**config.mk**
```make
export PLATFORM = sky130hd
export DESIGN_NAME = fifo_access_arb
export DESIGN_NICKNAME = d
export VERILOG_FILES = /design/src/rtl/fifo_access_arb.sv
export SDC_FILE = /design/constraint.sdc
export NUM_CORES = 1
export LEC_CHECK = 0
export BUFFER_PORTS_ARGS = -buffer_cell sky130_fd_sc_hd__buf_2
export CELL_PAD_IN_SITES_DETAIL_PLACEMENT = 1
export CELL_PAD_IN_SITES_GLOBAL_PLACEMENT = 1
export CORE_ASPECT_RATIO = 0.6
export CORE_MARGIN = 1.5
export CORE_UTILIZATION = 25
export CTS_CLUSTER_SIZE = 25
export DETAILED_ROUTE_END_ITERATION = 8
export GPL_ROUTABILITY_DRIVEN = 1
export PLACE_DENSITY_LB_ADDON = 0.1
export REMOVE_ABC_BUFFERS = 1
export SETUP_SLACK_MARGIN = 0.15
export SLEW_MARGIN = 20
export SYNTH_ARGS = -nofsm -noshare
export SYNTH_HDL_FRONTEND = slang
export SYNTH_SLANG_ARGS = --single-unit
```
**constraint.sdc**
```tcl
create_clock -name clk -period 2.55 [get_ports clk]
set_clock_uncertainty 0.05 [all_clocks]
set_input_delay 0.51 -clock clk [delete_from_list [all_inputs] [get_ports clk]]
set_output_delay 0.51 -clock clk [all_outputs]
set_load 0.02 [all_outputs]
```
**src/rtl/fifo_access_arb.sv**
```systemverilog
// Write/read access arbiter in front of a synchronous FIFO: two round-robin producers and one
// consumer. Writes and reads strictly alternate while both are pending.
module fifo_access_arb #(
    parameter int unsigned FIFO_DEPTH = 16,
    parameter int unsigned DATA_WIDTH = 8
) (
    input  logic                          clk,
    input  logic                          rst_n,
    input  logic                          req0,
    input  logic                          req1,
    input  logic [DATA_WIDTH-1:0]         din0,
    input  logic [DATA_WIDTH-1:0]         din1,
    output logic                          gnt0,
    output logic                          gnt1,
    input  logic                          rd_req,
    output logic                          rd_gnt,
    output logic                          rd_valid,
    output logic                          fifo_wen,
    output logic                          fifo_ren,
    output logic [DATA_WIDTH-1:0]         fifo_din,
    output logic [$clog2(FIFO_DEPTH):0]   count,
    output logic                          ctrl_full,
    output logic                          ctrl_empty
);

    localparam int unsigned CW = $clog2(FIFO_DEPTH) + 1;
    localparam logic [CW-1:0] MaxCount = CW'(FIFO_DEPTH - 1);
    localparam logic [CW-1:0] One      = CW'(1);

    typedef enum logic [1:0] {StIdle, StWrite, StRead} op_e;

    op_e           state_q, state_d;
    logic          rr_q, rr_d;
    logic [CW-1:0] count_q, count_d;
    logic          rd_valid_q;

    logic can_wr, can_rd, wr_pend, rd_pend, do_wr, do_rd, sel1;

    always_comb begin
        can_wr  = (count_q < MaxCount);
        can_rd  = (count_q != '0);
        wr_pend = (req0 | req1) & can_wr;
        rd_pend = rd_req & can_rd;
        // Write wins a tie unless the previous op was itself a write.
        do_wr   = wr_pend & ~(rd_pend & (state_q == StWrite));
        do_rd   = rd_pend & ~do_wr;
        sel1    = (req0 & req1) ? rr_q : req1;

        gnt0     = 1'b0;
        gnt1     = 1'b0;
        fifo_wen = 1'b0;
        fifo_ren = 1'b0;
        rd_gnt   = 1'b0;
        fifo_din = '0;
        rr_d     = rr_q;
        count_d  = count_q;
        state_d  = StIdle;

        if (do_wr) begin
            fifo_wen = 1'b1;
            fifo_din = sel1 ? din1 : din0;
            gnt0     = ~sel1;
            gnt1     = sel1;
            rr_d     = ~sel1;
            count_d  = count_q + One;
            state_d  = StWrite;
        end else if (do_rd) begin
            fifo_ren = 1'b1;
            rd_gnt   = 1'b1;
            count_d  = count_q - One;
            state_d  = StRead;
        end
    end

    always_ff @(posedge clk or negedge rst_n) begin
        if (!rst_n) begin
            state_q    <= StIdle;
            rr_q       <= 1'b0;
            count_q    <= '0;
            rd_valid_q <= 1'b0;
        end else begin
            state_q    <= state_d;
            rr_q       <= rr_d;
            count_q    <= count_d;
            rd_valid_q <= rd_gnt;
        end
    end

    assign count      = count_q;
    assign rd_valid   = rd_valid_q;
    assign ctrl_full  = ~can_wr;
    assign ctrl_empty = ~can_rd;

endmodule

```
==> impl_metrics.ini, run 1 <==
[status]
status = completed

[drt]
drt-pass1-iter-count = 4
vias = 680
wl_per_cell_um = 13.5
routed_wl_um = 2000
antenna_left = 0
drt_first_iter_violations = 6
route.detailed.drc = 0
vias_per_cell = 4.59

[pwr]
comb_power_share = 0.742
p_per_area_nw_per_um2 = 1390
power.leakage_nw = 0.561
finalPower_w = 0.00150
internal_power_w = 0.000822
swShare = 0.452
p_clk_frac = 0.100
ir_drop_mv = 0.527
p_seq_frac = 0.157
power.switching_w = 0.000679

[worst_setup_path]
worstPathCellList = or4_4 -> o21ai_4 -> o21ai_4 -> buf_4 -> fa_2 -> a21o_1 -> a21oi_2 -> nand3b_1 -> o311a_1
worstSetupPathType = reg2reg
cp_slowest_cell = or4_4
regToRegStartpoint = count[1]$_DFFE_PN0P_
max_stage_delay_ns = 0.55
path_buf_inv = 1
cp_max_fo = 5
startpoint_type = flop
cp_common_cell = o21ai_4
worstPathRequired_ns = 2.61
cp_top_family = compound AO/OA/AOI/OAI gates
crit_arrival_ns = 2.51
endpoint_kind = flop
startpoint = count[1]$_DFFE_PN0P_

[floorplanning]
start_util = 0.274
dieHeight_um = 41.4
fp.coreArea_um2 = 2240
fp.dieW_um = 67.0
io_pins = 42
dieArea_um2 = 2770
rows = 13

[sta]
slew_viol_final = 0
slew_headroom = 0.823
setup_viol = 0
fmax_mhz = 408
fin_crit_ns = 2.45
fin_crit_sh = 0.961
grt_setup_unrepaired = true
whs_ns = 0.0715
tightestPinTransition_ns = 0.258
hold_viol = 0
setup_ws_ns = 0.0984

[logic_synthesis]
synth_edf_count = 0
yosys_warnings = 0
syn_area_um2 = 614
synth_seq_area_share = 0.326
synth-seq-cells = 8
synth.distinct_cells = 28
syn_inst = 63
avgSynthCellArea_um2 = 9.75
yosysTopAreaCellShare = 0.326
yosysTopAreaCell = dfrtp_1
async_flop_share = 1.00
synthFlopType = dfrtp_1
synth_area_leaders = dfrtp_1 33%, mux2i_1 13%, nor2_1 7.9%

[cells_and_area]
layout_commonest_cell = buf_2
fin_cells = 148
final_util = 0.480
area_delta_synth_final_pct = 75.4
nNetsFinal = 145
insertedDiodeCount = 0
multi_input_area_um2 = 439
drive_gt1_frac = 0.602
final_cell_mix = 31 x buf_2, 21 x buf_4, 10 x nor2_1
regArea_um2 = 200
fill_cells = 272

[cts]
clkTransAtPathRegs_ns = 0.04
numCtsBuffers = 3
clock-sinks = 8
htree_levels = 1
cts_tree = yes
cts_buffer_depth = 2
hold_buffers = 0
clkLatencyLatePin_ns = 0.23
root_buffer = clkbuf_8

[global_routing]
track_usage = 0.151
grt_pass1_vias = 649
grt_pass1_wl_um = 3110
grt_max_degree = 12
grt_overflow = 0
antenna_found_initial = 0

[place]
dp_slack_ns = 0.0436
io_buffers = 41
placed_cells = 139
hpwl_um = 1560
place_congestion = 0.848

[worst_hold_path]
holdCritPathClass = in2async

[run]
drv_cap = 0
## state kept, by name, indices dropped and copies added, names as in the netlist
register and count:
count 5, rd_valid 1, rr_q 1, state_q 1
## routing by layer
layer / vias up / GRT usage / wire length [um]
met3: 0 / 0.0488 / 104
li1: 330 / - / -
met2: 17 / 0.240 / 957
met1: 333 / 0.203 / 942
met5: - / 0 / 0
met4: 0 / 0.0245 / 0
## timing repair
action / in CTS / in global routing
buffers inserted: 4 / 2
endpoints found under the setup margin: 15 / 16
pin swaps: 8 / 5
resized for setup: 20 / 6
## final timing paths
check / to / slack, ns / cells past startpoint
setup / recovery: count[4]$_DFFE_PN0P_ / 0.1 / 9
hold / removal: count[4]$_DFFE_PN0P_ / 0.07 / 1
setup reg to reg: count[4]$_DFFE_PN0P_ / 0.1 / 9
hold reg to reg: rr_q$_DFFE_PN0P_ / 0.45 / 1
max in group asynchronous: rd_valid$_DFF_PN0_ / 2.20 / 1
min in group clk: rr_q$_DFFE_PN0P_ / 0.45 / 1
## layout make-up
type                       instances  area share
timing repair buffer              55       0.322
inverter                           2      0.0116
multi-input combinational         50       0.408
tap                               30      0.0348
sequential                         8       0.186
clock buffer                       3      0.0383
## power by group through the flow
stage	clock network (W)	registers, W	logic [W]
floorplan	0	0.000319	0.000504
global placement	0	0.000237	0.000898
detailed placement	0	0.000237	0.000907
CTS	0.000158	0.000236	0.00107
global route	0.000167	0.000245	0.00120
finish	0.000151	0.000236	0.00111
## synth_stat cells, drive strengths merged (2+ instances only)
library cell and number:
mux2 4, mux2i 8, ha 3, a21oi 2
inv 2, a21o 2, xor2 2, nand2 2
dfrtp 8, buf 2, o21ai 4, nor2 13
## cells by family after synthesis
| logic type | Yosys count | share of synthesized area |
|---|---|---|
| XOR/XNOR | 3 | 0.0428 |
| flip-flops | 8 | 0.326 |
| multiplexers | 12 | 0.204 |
| AND/OR/NAND/NOR | 20 | 0.153 |
| AO/OA/AOI/OAI | 11 | 0.143 |
| adder cells (fa/ha/maj) | 4 | 0.0937 |
| buffers and inverters | 5 | 0.0387 |
## metrics by stage
step	area [um2]	setup TNS, ns
final	1080	0
after global routing	1080	0
after CTS	1040	0
after detailed placement	901	0
after global placement	901	0
after floorplan	598	-1.34
Power figures use the tool's default switching activity.
==> run 2: changes to the inputs <==
--- a/config.mk
+++ b/config.mk
@@ -14,7 +14,7 @@
 export CTS_CLUSTER_SIZE = 25
 export DETAILED_ROUTE_END_ITERATION = 8
 export GPL_ROUTABILITY_DRIVEN = 1
-export PLACE_DENSITY_LB_ADDON = 0.1
+export PLACE_DENSITY = 0.81
 export REMOVE_ABC_BUFFERS = 1
 export SETUP_SLACK_MARGIN = 0.15
 export SLEW_MARGIN = 20
==> impl_metrics.ini, run 2 (synthesis gave the netlist of run 1 again) <==
[status]
status = completed

[worst_setup_path]
rrSetupSlack_ns = 0.14
max_stage_delay_ns = 0.56
cp_max_fo = 5
path_buf_inv = 3
regToRegStartpoint = count[1]$_DFFE_PN0P_
worstPathRequired_ns = 1.99
reg2regPathDepth = 8
endpoint_kind = primary output
r2r-end = count[3]$_DFFE_PN0P_
startpoint_type = flop
cp_top_family = simple AND/OR/NAND/NOR gates
worstPathCellList = or4_4 -> o21ai_4 -> o21ai_4 -> buf_6 -> inv_6 -> and2_4 -> buf_6
worstSetupPathType = reg2out
cp_slowest_cell = or4_4
crit_arrival_ns = 1.88

[floorplanning]
dieArea_um2 = 2770
dieHeight_um = 41.4
fp.coreArea_um2 = 2240
fp.dieW_um = 67.0
start_util = 0.274
rows = 13
io_pins = 42

[global_routing]
grt_max_degree = 10
grt_overflow = 0
antenna_found_initial = 0
grt_pass1_wl_um = 3680
grt_pass1_vias = 783
track_usage = 0.178

[sta]
slew_headroom = 0.799
slew_viol_final = 0
setup_viol = 0
tightestPinTransition_ns = 0.299
fmax_mhz = 410
fin_crit_sh = 0.957
hold_viol = 0
grt_setup_unrepaired = true
fin_crit_ns = 2.44

[pwr]
power.leakage_nw = 0.561
p_clk_frac = 0.099
swShare = 0.457
power.switching_w = 0.000692
p_per_area_nw_per_um2 = 1420
comb_power_share = 0.746
internal_power_w = 0.000821
p_seq_frac = 0.155
ir_drop_mv = 0.465

[place]
place_congestion = 0.870
placed_cells = 139
hpwl_um = 1790
io_buffers = 41

[cts]
clock-sinks = 8
cts_buffer_depth = 2
clkLatencyLatePin_ns = 0.22
clkTransAtPathRegs_ns = 0.04
numCtsBuffers = 3
root_buffer = clkbuf_8
hold_buffers = 0
cts_tree = yes
htree_levels = 1

[cells_and_area]
area_delta_synth_final_pct = 74.1
final_util = 0.477
layout_commonest_cell = buf_2
fin_cells = 148
largest_reg_flops = 5
insertedDiodeCount = 0
drive_gt1_frac = 0.593
nNetsFinal = 145
fill_cells = 280
final_cell_mix = 31 x buf_2, 21 x buf_4, 11 x nor2_1

[drt]
vias = 710
antenna_left = 0
routed_wl_um = 2250
route.detailed.drc = 0
drt-pass1-iter-count = 4
vias_per_cell = 4.80
drt_first_iter_violations = 15
wl_per_cell_um = 15.2

[run]
drv_cap = 0

[worst_hold_path]
holdCritPathClass = in2async
[run 2: changes by cell type in the layout (fill, tap and decap cells not counted)]
| cell | previous run | this run |
|---|---|---|
| o21ai_0 | 0 | 1 |
| nor2_4 | 1 | 0 |
| o21ai_1 | 1 | 0 |
| nor2_1 | 10 | 11 |
[run 2: stage by stage]
stage	setup WS (ns)	setup TNS [ns]	area, um2	hold WS [ns]	power, W
global placement	0.0912	0	901	0.311	0.00111
detailed placement	-0.00730	-0.00730	901	0.314	0.00116
floorplan	-0.282	-1.34	598	0.164	0.000823
CTS	0.0813	0	1030	0.0727	0.00144
finish	0.109	0	1070	0.0725	0.00151
global route	0.0418	0	1070	0.0703	0.00162
[run 2: how the worst max path moves through the flow]
stage,startpoint,to,depth (start not counted),slack (ns)
2_1_floorplan,count[0]$_DFFE_PN0P_,fifo_ren,5,-0.28
3_3_place_gp,count[1]$_DFFE_PN0P_,count[4]$_DFFE_PN0P_,8,0.09
3_5_place_dp,count[1]$_DFFE_PN0P_,count[4]$_DFFE_PN0P_,8,-0.007
4_1_cts,count[0]$_DFFE_PN0P_,gnt0,7,0.08
5_1_grt,count[1]$_DFFE_PN0P_,fifo_din[3],6,0.04
6_report,count[1]$_DFFE_PN0P_,gnt0,7,0.11
[run 2: what timing repair did]
item	CTS	global route
gates cloned	1	0
setup buffers	3	2
endpoints found under the hold margin	0	0
pin swaps	3	4
gates resized for setup	20	5
endpoints found under the setup margin	15	16
[run 2: power by group through the flow]
stage / registers [W] / clock network, W / logic, W
6_report: 0.000235 / 0.000149 / 0.00113
3_5_place_dp: 0.000237 / 0 / 0.000921
3_3_place_gp: 0.000233 / 0 / 0.000879
2_1_floorplan: 0.000319 / 0 / 0.000504
4_1_cts: 0.000235 / 0.000153 / 0.00106
5_1_grt: 0.000243 / 0.000164 / 0.00121
[run 2: final cells by class]
class	instances	area (um2)	share of cell area
multi-input cells	50	432	0.404
repair buffers	55	347	0.324
flip-flops and latches	8	200	0.187
clock buffers	3	41.3	0.0386
well taps	30	37.5	0.0351
inverters	2	12.5	0.0117
[run 2: layer usage]
layer	track usage	part of all wire	vias up
li1	-	-	331
met1	0.221	0.45	360
met2	0.312	0.49	17
met3	0.0542	0.049	2
met4	0.0204	0.0053	0
met5	0	0	-
